### src/rtl/j11_pkg.sv
// J11 memory controller shared definitions.
// State encoding, I/O page tag and default RAM ceiling.
package j11_pkg;

  typedef enum logic [1:0] {
    S_IDLE = 2'd0,
    S_RAM  = 2'd1,
    S_IO   = 2'd2,
    S_DONE = 2'd3
  } state_t;

  localparam logic [8:0]  IOPAGE_HI  = 9'o777;
  localparam logic [21:0] RAMTOP_DEF = 22'o17760000;

endpackage

### src/rtl/j11_memctl_tmo.sv
// I/O access watchdog: loadable down-counter.
// expired is high in the last counted cycle.
module j11_memctl_tmo #(
  parameter logic [7:0] LOAD = 8'd255
) (
  input  logic clk,
  input  logic rstn,
  input  logic start,
  input  logic stop,
  output logic expired
);

  logic [7:0] cnt;

  // load on start, clear on stop, else count down to zero
  always_ff @(posedge clk or negedge rstn) begin
    if (!rstn) begin
      cnt <= 8'd0;
    end else if (start) begin
      cnt <= LOAD;
    end else if (stop) begin
      cnt <= 8'd0;
    end else if (cnt != 8'd0) begin
      cnt <= cnt - 8'd1;
    end
  end

  assign expired = (cnt == 8'd1);

endmodule

### src/rtl/j11_memctl.sv
// J11 memory-side stage: RAM / I/O page / NXM routing.
// Option: J11_MEMCTL_TIMEOUT_EN enables the I/O watchdog.
module j11_memctl
  import j11_pkg::*;
#(
  parameter logic [21:0] RAMTOP  = RAMTOP_DEF,
  parameter int          TIMEOUT = 255
) (
  input  logic        clk,
  input  logic        rstn,
  input  logic        memreq,
  input  logic        memwr,
  input  logic [21:0] memaddr,
  input  logic [15:0] memwdata,
  output logic        memack,
  output logic [15:0] memrdata,
  output logic        memerr,
  output logic        ramreq,
  output logic        ramwr,
  output logic [20:0] ramaddr,
  output logic [15:0] ramwdata,
  input  logic        ramack,
  input  logic [15:0] ramrdata,
  output logic        ioreq,
  output logic        iowr,
  output logic [12:0] ioaddr,
  output logic [15:0] iowdata,
  input  logic        ioack,
  input  logic [15:0] iordata,
  input  logic        ioerr
);

  localparam logic [7:0] TMO_LD = 8'(TIMEOUT);

  state_t      state;
  logic [15:0] rdata_q;
  logic        err_q;
  logic        is_io;
  logic        is_ram;
  logic        tmo_exp;

  assign is_io  = (memaddr[21:13] == IOPAGE_HI);
  assign is_ram = !is_io && (memaddr < RAMTOP);

`ifdef J11_MEMCTL_TIMEOUT_EN
  logic tmo_start;
  logic tmo_stop;

  assign tmo_start = (state == S_IDLE) && memreq && is_io;
  assign tmo_stop  = (state == S_IO) && ioack;

  j11_memctl_tmo #(
    .LOAD(TMO_LD)
  ) u_tmo (
    .clk    (clk),
    .rstn   (rstn),
    .start  (tmo_start),
    .stop   (tmo_stop),
    .expired(tmo_exp)
  );
`else
  logic unused_tmo;
  assign unused_tmo = ^TMO_LD;
  assign tmo_exp    = 1'b0;
`endif

  // request FSM: accept, route, wait for completion, ack
  always_ff @(posedge clk or negedge rstn) begin
    if (!rstn) begin
      state    <= S_IDLE;
      memack   <= 1'b0;
      memrdata <= 16'd0;
      memerr   <= 1'b0;
      ramreq   <= 1'b0;
      ramwr    <= 1'b0;
      ramaddr  <= 21'd0;
      ramwdata <= 16'd0;
      ioreq    <= 1'b0;
      iowr     <= 1'b0;
      ioaddr   <= 13'd0;
      iowdata  <= 16'd0;
      rdata_q  <= 16'd0;
      err_q    <= 1'b0;
    end else begin
      memack <= 1'b0;
      unique case (state)
        S_IDLE: begin
          memrdata <= 16'd0;
          memerr   <= 1'b0;
          if (memreq) begin
            ramaddr  <= memaddr[21:1];
            ramwdata <= memwdata;
            ioaddr   <= memaddr[12:0];
            iowdata  <= memwdata;
            rdata_q  <= 16'd0;
            err_q    <= 1'b0;
            unique case (1'b1)
              is_io: begin
                ioreq <= 1'b1;
                iowr  <= memwr;
                state <= S_IO;
              end
              is_ram: begin
                ramreq <= 1'b1;
                ramwr  <= memwr;
                state  <= S_RAM;
              end
              default: begin
                err_q <= 1'b1;
                state <= S_DONE;
              end
            endcase
          end
        end
        S_RAM: begin
          if (ramack) begin
            ramreq <= 1'b0;
            ramwr  <= 1'b0;
            if (!ramwr) rdata_q <= ramrdata;
            state <= S_DONE;
          end
        end
        S_IO: begin
          if (ioack) begin
            ioreq <= 1'b0;
            iowr  <= 1'b0;
            err_q <= ioerr;
            if (!iowr && !ioerr) rdata_q <= iordata;
            state <= S_DONE;
          end else if (tmo_exp) begin
            ioreq <= 1'b0;
            iowr  <= 1'b0;
            err_q <= 1'b1;
            state <= S_DONE;
          end
        end
        S_DONE: begin
          memack   <= 1'b1;
          memrdata <= rdata_q;
          memerr   <= err_q;
          state    <= S_IDLE;
        end
        default: state <= S_IDLE;
      endcase
    end
  end

endmodule

### config.mk
export PLATFORM = sky130hd
export DESIGN_NAME = j11_memctl
export DESIGN_NICKNAME = d
export VERILOG_FILES = /design/src/rtl/j11_pkg.sv /design/src/rtl/j11_memctl_tmo.sv /design/src/rtl/j11_memctl.sv
export SDC_FILE = /design/constraint.sdc
export NUM_CORES = 1
export LEC_CHECK = 0
export ABC_AREA = 1
export CAP_MARGIN = 40
export CORE_ASPECT_RATIO = 1.25
export CORE_MARGIN = 5
export CORE_UTILIZATION = 42
export CTS_CLUSTER_SIZE = 25
export DETAILED_ROUTE_END_ITERATION = 6
export HOLD_SLACK_MARGIN = 0.05
export PLACE_DENSITY = 0.9
export SYNTH_ARGS = -nofsm -noshare
export SYNTH_HDL_FRONTEND = slang
export SYNTH_SLANG_ARGS = --single-unit
export TNS_END_PERCENT = 30
### constraint.sdc
create_clock -name clk -period 1.8 [get_ports clk]
set_clock_uncertainty 0.05 [all_clocks]
set_input_delay 0.36 -clock clk [delete_from_list [all_inputs] [get_ports clk]]
set_output_delay 0.36 -clock clk [all_outputs]
set_load 0.02 [all_outputs]
After elaboration in Yosys (flattened, before gate mapping)
Index checks and enable logic that the tools add are counted.
Storage, ports and cells
  memory bits (read-only): 0
  input bits: 77
  register bits after elaboration: 91
  memories: 0
  memory bits (writable): 0
  latch bits: 0
Operators by class
  multipliers: 0
  reductions and logical operators: 17
  equality and inequality tests: 11
  $lt $le $gt $ge: 1
  shift operators: 0
  add/sub/neg operators: 0
  div/mod/pow operators: 0
  multiplexer cells: 32
  bitwise logic cells: 0
Operators by type and width (count)
  2-to-1 mux 16 bit: 5
  case mux 16 bit (3 select lines): 1
  case mux 16 bit (2 select lines): 1
  less-than comparator 22 bit (second input constant): 1
  2-to-1 mux 1 bit: 14
  inequality test 2 bit (second input constant): 7
  case mux 1 bit (2 select lines): 6
  equality test 9 bit (second input constant): 1
  case mux 2 bit (4 select lines): 1
  AND reduction 4 bit: 2
  2-to-1 mux 2 bit: 3
  AND reduction 3 bit: 2
  AND reduction 6 bit: 1
  nonzero test 2 bit: 3
  equality test 2 bit (second input constant): 2
  case mux 2 bit (2 select lines): 1
  zero test 1 bit: 3
  nonzero test 3 bit: 1
  equality test 2 x 1 -> 1 bit (second input constant): 1
  logical AND 1 bit: 2
  zero test 2 bit: 1
  AND reduction 2 bit: 1
  OR reduction 2 bit: 1

Longest topological paths before layout
Gate-level depths: netlist of the first run.
  depth in word-level cells: 7
  gate-level depth with buffers: 10
  gate-level depth less buffers: 8

Least setup slack after synthesis of the first run
No wires, ideal clock.
  path kind: register to register
  from: register state[1]
  to: register rdata_q[0]
  library setup time: 0.117 ns
  stages on the path, launching flop included: 11
  setup slack: 0.117 ns
  arrival: 1.516 ns
  required time: 1.633 ns
  buffers on the path: 2
  cell sequence: dfrtp_1 inv_1 ha_1 buf_6 nand2_4 nand2_4 nor3b_4 nand2_4 buf_6 nand2_1 nand2_1
Between the ends
  word-level cells in the longest chain between the ends: 3
  elaborated cells on any way between the ends: 11
Ends and longest elaborated chain
  from (decl): line j11_memctl.sv:35  | state_t state;
  from (signal assigned): line j11_memctl.sv:70  | state <= S_IDLE;
  from (signal assigned): line j11_memctl.sv:101  | state <= S_IO;
  from (signal assigned): line j11_memctl.sv:106  | state <= S_RAM;
  equality test 2 bit, or another cell as far along: line j11_memctl.sv:86  | unique case (state)
  inequality test 2 bit (no line) or nonzero test 3 bit (tied branches)
  AND reduction 6 bit (no line)
  to (signal assigned): line j11_memctl.sv:119  | if (!ramwr) rdata_q <= ramrdata;
  to (signal assigned): line j11_memctl.sv:128  | if (!iowr && !ioerr) rdata_q <= iordata;
  to (decl): line j11_memctl.sv:36  | logic [15:0] rdata_q;
Parallel ways exist; a longest one is shown, timed or not.
A chain may end at the register's enable or synchronous reset.

Final worst setup path of the first run
  from: register ramreq
  to: output ramreq
RTL lines
  from (decl): line j11_memctl.sv:18  | output logic ramreq,
  from (signal assigned): line j11_memctl.sv:74  | ramreq <= 1'b0;
  from (signal assigned): line j11_memctl.sv:104  | ramreq <= 1'b1;
  from (signal assigned): line j11_memctl.sv:117  | ramreq <= 1'b0;
No word-level cell between the ends.

==> results of run 1 <==
[through the flow]
| step | instances | power, W | setup WS [ns] |
|---|---|---|---|
| 6_report | 646 | 0.0100 | 0.0369 |
| 5_1_grt | 646 | 0.0107 | -0.0205 |
| 4_1_cts | 646 | 0.0101 | 0.00306 |
| 3_5_place_dp | 631 | 0.00900 | 0.0611 |
| 3_3_place_gp | 631 | 0.00878 | 0.0971 |
| 2_1_floorplan | 377 | 0.00661 | 0.117 |
[cell type report]
type	instances	area, sq um
multi-input combinational	238	1340
inverter	14	52.6
clock inverter	1	5.00
tap	120	150
sequential	79	1980
clock buffer	13	159
fill	670	3070
timing repair buffer	181	1860
[metal layers]
metal | global-route usage [%] | up-vias
li1 | - | 1480
met1 | 22.3 | 1469
met2 | 35.7 | 140
met3 | 3.62 | 25
met4 | 10.5 | 0
met5 | 0 | -
[timing repair]
action	in CTS	in global routing
gates cloned	0	0
resized for setup	4	28
pin swaps	0	0
setup buffers	0	0
endpoints found under the setup margin	5	45
hold endpoints to repair	79	0
hold buffers	1	0
[sequential cells by signal, summed over array words and instances, names as in the netlist]
register and count:
ramaddr 21, rdata_q 16, memack 1, ramreq 1, ramwr 1, err_q 1
memrdata 16, memerr 1, state 2, ioreq 1, iowr 1, iowdata 16
ioaddr 1
[worst paths after layout]
check                                 from  depth (start not counted)  slack, ns     endpoint
worst max register to register    state[0]                          8       0.15   rdata_q[3]
worst min register to register  rdata_q[4]                          2       0.43   rdata_q[4]
worst max-delay path                ramreq                          1       0.04       ramreq
worst min-delay path            rdata_q[4]                          2       0.43   rdata_q[4]
max in group asynchronous             rstn                          3       0.85  iowdata[15]
min in group asynchronous             rstn                          3       0.55  ramaddr[20]
[placed cells by master, fill, tap and decap left out, types with 3 or more instances in the layout]
cell type          n
clkdlybuf4s50_1  134
nand2_1          123
dfrtp_1           79
nand3_1           40
mux2_1            37
dlymetal6s2s_1    25
a21oi_1           18
buf_4             14
clkbuf_8          11
inv_1              9
nor2_1             6
inv_2              5
dlygate4sd2_1      4
nand2_4            3
[kinds of logic (layout without fill, tap and decap cells)]
family | Yosys count | count (layout) | synth area share, %
and+or+nand+nor | 175 | 175 | 20.4
adders and majority gates | 4 | 4 | 1.36
DFF | 79 | 79 | 53.8
muxes | 37 | 37 | 11.3
AOI/OAI and AO/OA | 22 | 22 | 3.13
buffers and inverters | 60 | 209 | 9.98
[power groups by stage]
stage	clock network [W]	logic, W	registers [W]
floorplan	0	0.00293	0.00367
global placement	0	0.00582	0.00297
detailed placement	0	0.00597	0.00303
CTS	0.00117	0.00597	0.00300
global route	0.00125	0.00637	0.00310
finish	0.00114	0.00590	0.00298
==> out/results.txt, run 1 <==
Post-layout instance area = 0.00554 sq mm
WHS = 0.429 ns
CTS tree = done
Max-slew violation count = 0
VDD IR max = 679 uV
IO Port Bufs = 164
Routed Antenna Nets = 0
Rows = 38
Die Ht = 115 microns
Pin count of the biggest net entering global routing = 80
Vias in the first global route = 3288
RePlAce Congestion = 0.880
Largest delay share family, worst path = buffers and inverters
# IOs = 165
Synthesis warning total = 0
RSZ-0062 raised after global routing = true
Register area share after synthesis = 53.8%
Top area cells in the synthesized netlist = dfrtp_1 54%, nand2_1 13%, mux2_1 11%
First-pass GRT wire length = 16600 microns
Clock power share = 11.4%
Final Cycle Share = 98.0%
Final Setup Violations = 0
DRT iter0 DRCs = 198
Syn Area/Cell = 9.75 sq um
P_int = 0.00569 W
Post-DP HPWL = 7790 microns
Area grow syn2layout = 50.6%
Critical Path AT = 1.35 ns
Core Util, Final = 64.3%
Least-Margin Pin Slew = 0.412 ns
Longest Clk Path Bufs = 2
Syn Nets = 458
Initial DRT Pass Iterations = 5
Final #Nets = 604
Total track usage = 19.9%
CP Capture Type = primary output
Gr ovfl total = 0
Num CTS Buffers = 9
Switching pwr = 0.00433 W
Fmax = 0.567 GHz
Crit start category = register
Drc violations = 0
WS Path Type = register to primary output
PD cells = 1810 mW/mm^2
Fin Setup TNS = 0 ns
Critical path buffer and inverter count = 1
Drt wl/cell = 15.6 microns
CTS H-tree lvls = 3
Final Hold Fails = 0
Die W = 93.7 microns
Routed wire length = 10100 microns
Clk root buf = clkbuf_8
Synth Instances = 377
Crit-path slowest cell = clkdlybuf4s50_1
Top layer in use = met4
Max incr delay on CP = 0.65 ns
CP max FO = 2
Pleak = 2.80 nW
Synth Register Bits = 79
Clk slew on worst S/H paths = 0.08 ns
Met2 WL = 5370 microns
Via count = 3114
Clock latency on the worst-skew pair = 0.34 ns
Post-synth EDFFs = 0
Metal1 wirelength = 3790 microns
Final period demand of the worst path = 1.76 ns
Combinational power share = 58.9%
Max-Cap Viols = 0
Initial Util = 42.7%
Class of the worst hold path = register to register
Synth unique cells = 20
Synth cell count leaders = 123 x nand2_1, 79 x dfrtp_1, 40 x nand3_1
WL met3 = 627 microns
Die area = 0.0107 sq mm
Initial antenna violation count = 0
Core area = 0.00861 sq mm
Fraction of registers with async set/reset = 100%
Most common cell in the synthesized netlist = nand2_1
Crit-path cells = clkdlybuf4s50_1
Ys flop type = dfrtp_1
Top-area cell type share of the netlist area = 53.8%
Slew Limit Headroom = 72.6%
Layout cell share with drive strength beyond 1 = 7.79%
Sw Ratio = 43.2%
Post-synth design cell area = 0.00367 sq mm
# clock sinks = 79
Cell taking the most area after synthesis = dfrtp_1
Flop pwr share = 29.7%
Diode count = 0
Drt via density = 4.82
Status = complete, no violations
Crit path required time = 1.39 ns
Area after DPL = 0.00530 sq mm
Note: power is estimated with default switching activity, not from simulation.
==> inputs of run 2 (changes only) <==
CAP_MARGIN = unset   (was 40)
CORE_UTILIZATION = 38   (was 42)
PLACE_DENSITY = 0.86   (was 0.9)
clock period = 1.6 ns   (was 1.8 ns; I/O delays follow)
==> run 2 against run 1 <==
Compared with the run above:
- clock-buffer cell count decreased by 3
- critical path depth increased by 8
- largest cell class unchanged
- cell area increased by 3.2%
- largest power group unchanged
- register-to-register slack got worse by 0.097 ns
- clock power increased by 79%
- first-iteration DRC count increased by 3.0%
- combinational power increased by 13%
- setup slack improved by 0.016 ns
==> out/results.txt, run 2 (synthesis results as in run 1) <==
Core Util, Final = 59.8%
Clock power share = 17.0%
Via count = 3202
Slew Limit Headroom = 71.2%
Switching pwr = 0.00524 W
Initial Util = 38.4%
WS Path Type = register to register
Total track usage = 17.6%
Final Hold Fails = 0
Final Cycle Share = 96.7%
Max FFs per register = 21
Core area = 0.00956 sq mm
IO Port Bufs = 164
Combinational power share = 55.5%
CTS tree = done
Gr ovfl total = 0
DRT iter0 DRCs = 204
Drt wl/cell = 15.7 microns
Status = complete, no violations
Critical Path AT = 1.72 ns
# clock sinks = 79
# IOs = 165
PD cells = 2100 mW/mm^2
Die W = 98.0 microns
Die area = 0.0117 sq mm
Crit path required time = 1.78 ns
Fmax = 0.646 GHz
Rows = 40
Sw Ratio = 43.6%
Max-slew violation count = 0
CP Capture Type = register
Clock latency on the worst-skew pair = 0.33 ns
P_int = 0.00677 W
Clk slew on worst S/H paths = 0.06 ns
First-pass GRT wire length = 16400 microns
Routed Antenna Nets = 0
CP max FO = 8
Least-Margin Pin Slew = 0.432 ns
RSZ-0062 raised after global routing = true
Final #Nets = 612
Max-Cap Viols = 0
Initial antenna violation count = 0
Commonest non-fill, non-tap cell in the layout = nand2_1
Vias in the first global route = 3272
Drc violations = 0
Top reg by flops = ramaddr
Flop pwr share = 27.6%
Pin count of the biggest net entering global routing = 80
Crit start category = register
CTS H-tree lvls = 3
RePlAce Congestion = 0.801
Class of the worst hold path = register to register
Most frequent cells in the layout = 119 x nand2_1, 88 x dlygate4sd2_1, 79 x dfrtp_1, 75 x clkdlybuf4s50_1, 39 x nand3_1
Fillers = 798
Layout cell share with drive strength beyond 1 = 12.9%
Post-DP HPWL = 7650 microns
Die Ht = 120 microns
Pleak = 2.85 nW
Clk root buf = clkbuf_16
Drt via density = 4.84
Num CTS Buffers = 9
Initial DRT Pass Iterations = 4
Routed wire length = 10400 microns
Final Setup Violations = 0
Final period demand of the worst path = 1.55 ns
Diode count = 0
WHS = 0.423 ns
Longest Clk Path Bufs = 2
Area grow syn2layout = 55.5%
VDD IR max = 1060 uV
-- run 2: timing repair --
action	4_1_cts	5_1_grt
hold endpoints to repair	79	0
hold buffers	1	0
endpoints found under the setup margin	91	59
pin swaps	0	3
gates resized for setup	88	25
buffers inserted	0	4
gates cloned	0	2
-- run 2: critical path, cell delays in order, from the launching register on --
cell     delay (ns)
dfrtp_1        0.42
inv_2          0.10
ha_4           0.19
nand2_4        0.06
nand2_4        0.05
nor3b_4        0.20
buf_6          0.17
nand2_4        0.09
nand2_1        0.08
nand2_1        0.05
-- run 2: layer usage --
metal  up-vias  GRT usage, %  share of wire [%]
li1       1509             -                  -
met4         0          9.87                3.5
met2       119          31.5                 54
met1      1549          18.9                 36
met5         -             0                  0
met3        25          3.95                5.7
-- run 2: area by class of cell --
cell class	count	area, sq um	share of cell area (%)
clock buffer	10	239	4.18
clock inverter	6	60.1	1.05
inverter	14	57.6	1.01
multi-input combinational	239	1440	25.2
sequential	79	1980	34.6
tap	126	158	2.76
timing repair buffer	188	1780	31.2
-- run 2: final timing paths --
kind / start / to / slack [ns] / depth (start not counted)
min in group asynchronous: rstn / ramaddr[11] / 0.49 / 3
setup reg to reg: state[1] / rdata_q[9] / 0.05 / 9
hold reg to reg: rdata_q[2] / rdata_q[2] / 0.42 / 2
hold / removal: rdata_q[2] / rdata_q[2] / 0.42 / 2
max in group asynchronous: rstn / iowdata[6] / 0.65 / 3
setup / recovery: state[1] / rdata_q[9] / 0.05 / 9
-- run 2: power by group through the flow --
stage | clock network, W | registers [W] | logic, W
6_report | 0.00204 | 0.00331 | 0.00666
5_1_grt | 0.00217 | 0.00342 | 0.00717
4_1_cts | 0.00208 | 0.00331 | 0.00618
3_5_place_dp | 0 | 0.00338 | 0.00689
3_3_place_gp | 0 | 0.00333 | 0.00672
2_1_floorplan | 0 | 0.00414 | 0.00333
-- run 2: per-stage QoR --
step	instance area, sq um	TNS, ns	worst slack [ns]	instances	power (W)
finish	5710	0	0.0526	662	0.0120
global route	5710	-0.500	-0.0464	662	0.0128
CTS	5540	-0.0284	-0.0149	656	0.0116
floorplan	3690	-1.12	-0.0589	377	0.00747
global placement	5350	-1.13	-0.0377	639	0.0101
detailed placement	5350	-2.39	-0.0855	639	0.0103
==> inputs of run 3 (changes only) <==
HOLD_SLACK_MARGIN = unset   (was 0.05)
==> results of run 3 <==
Same layout as run 2: the final DEF is identical, and so are final timing and power.
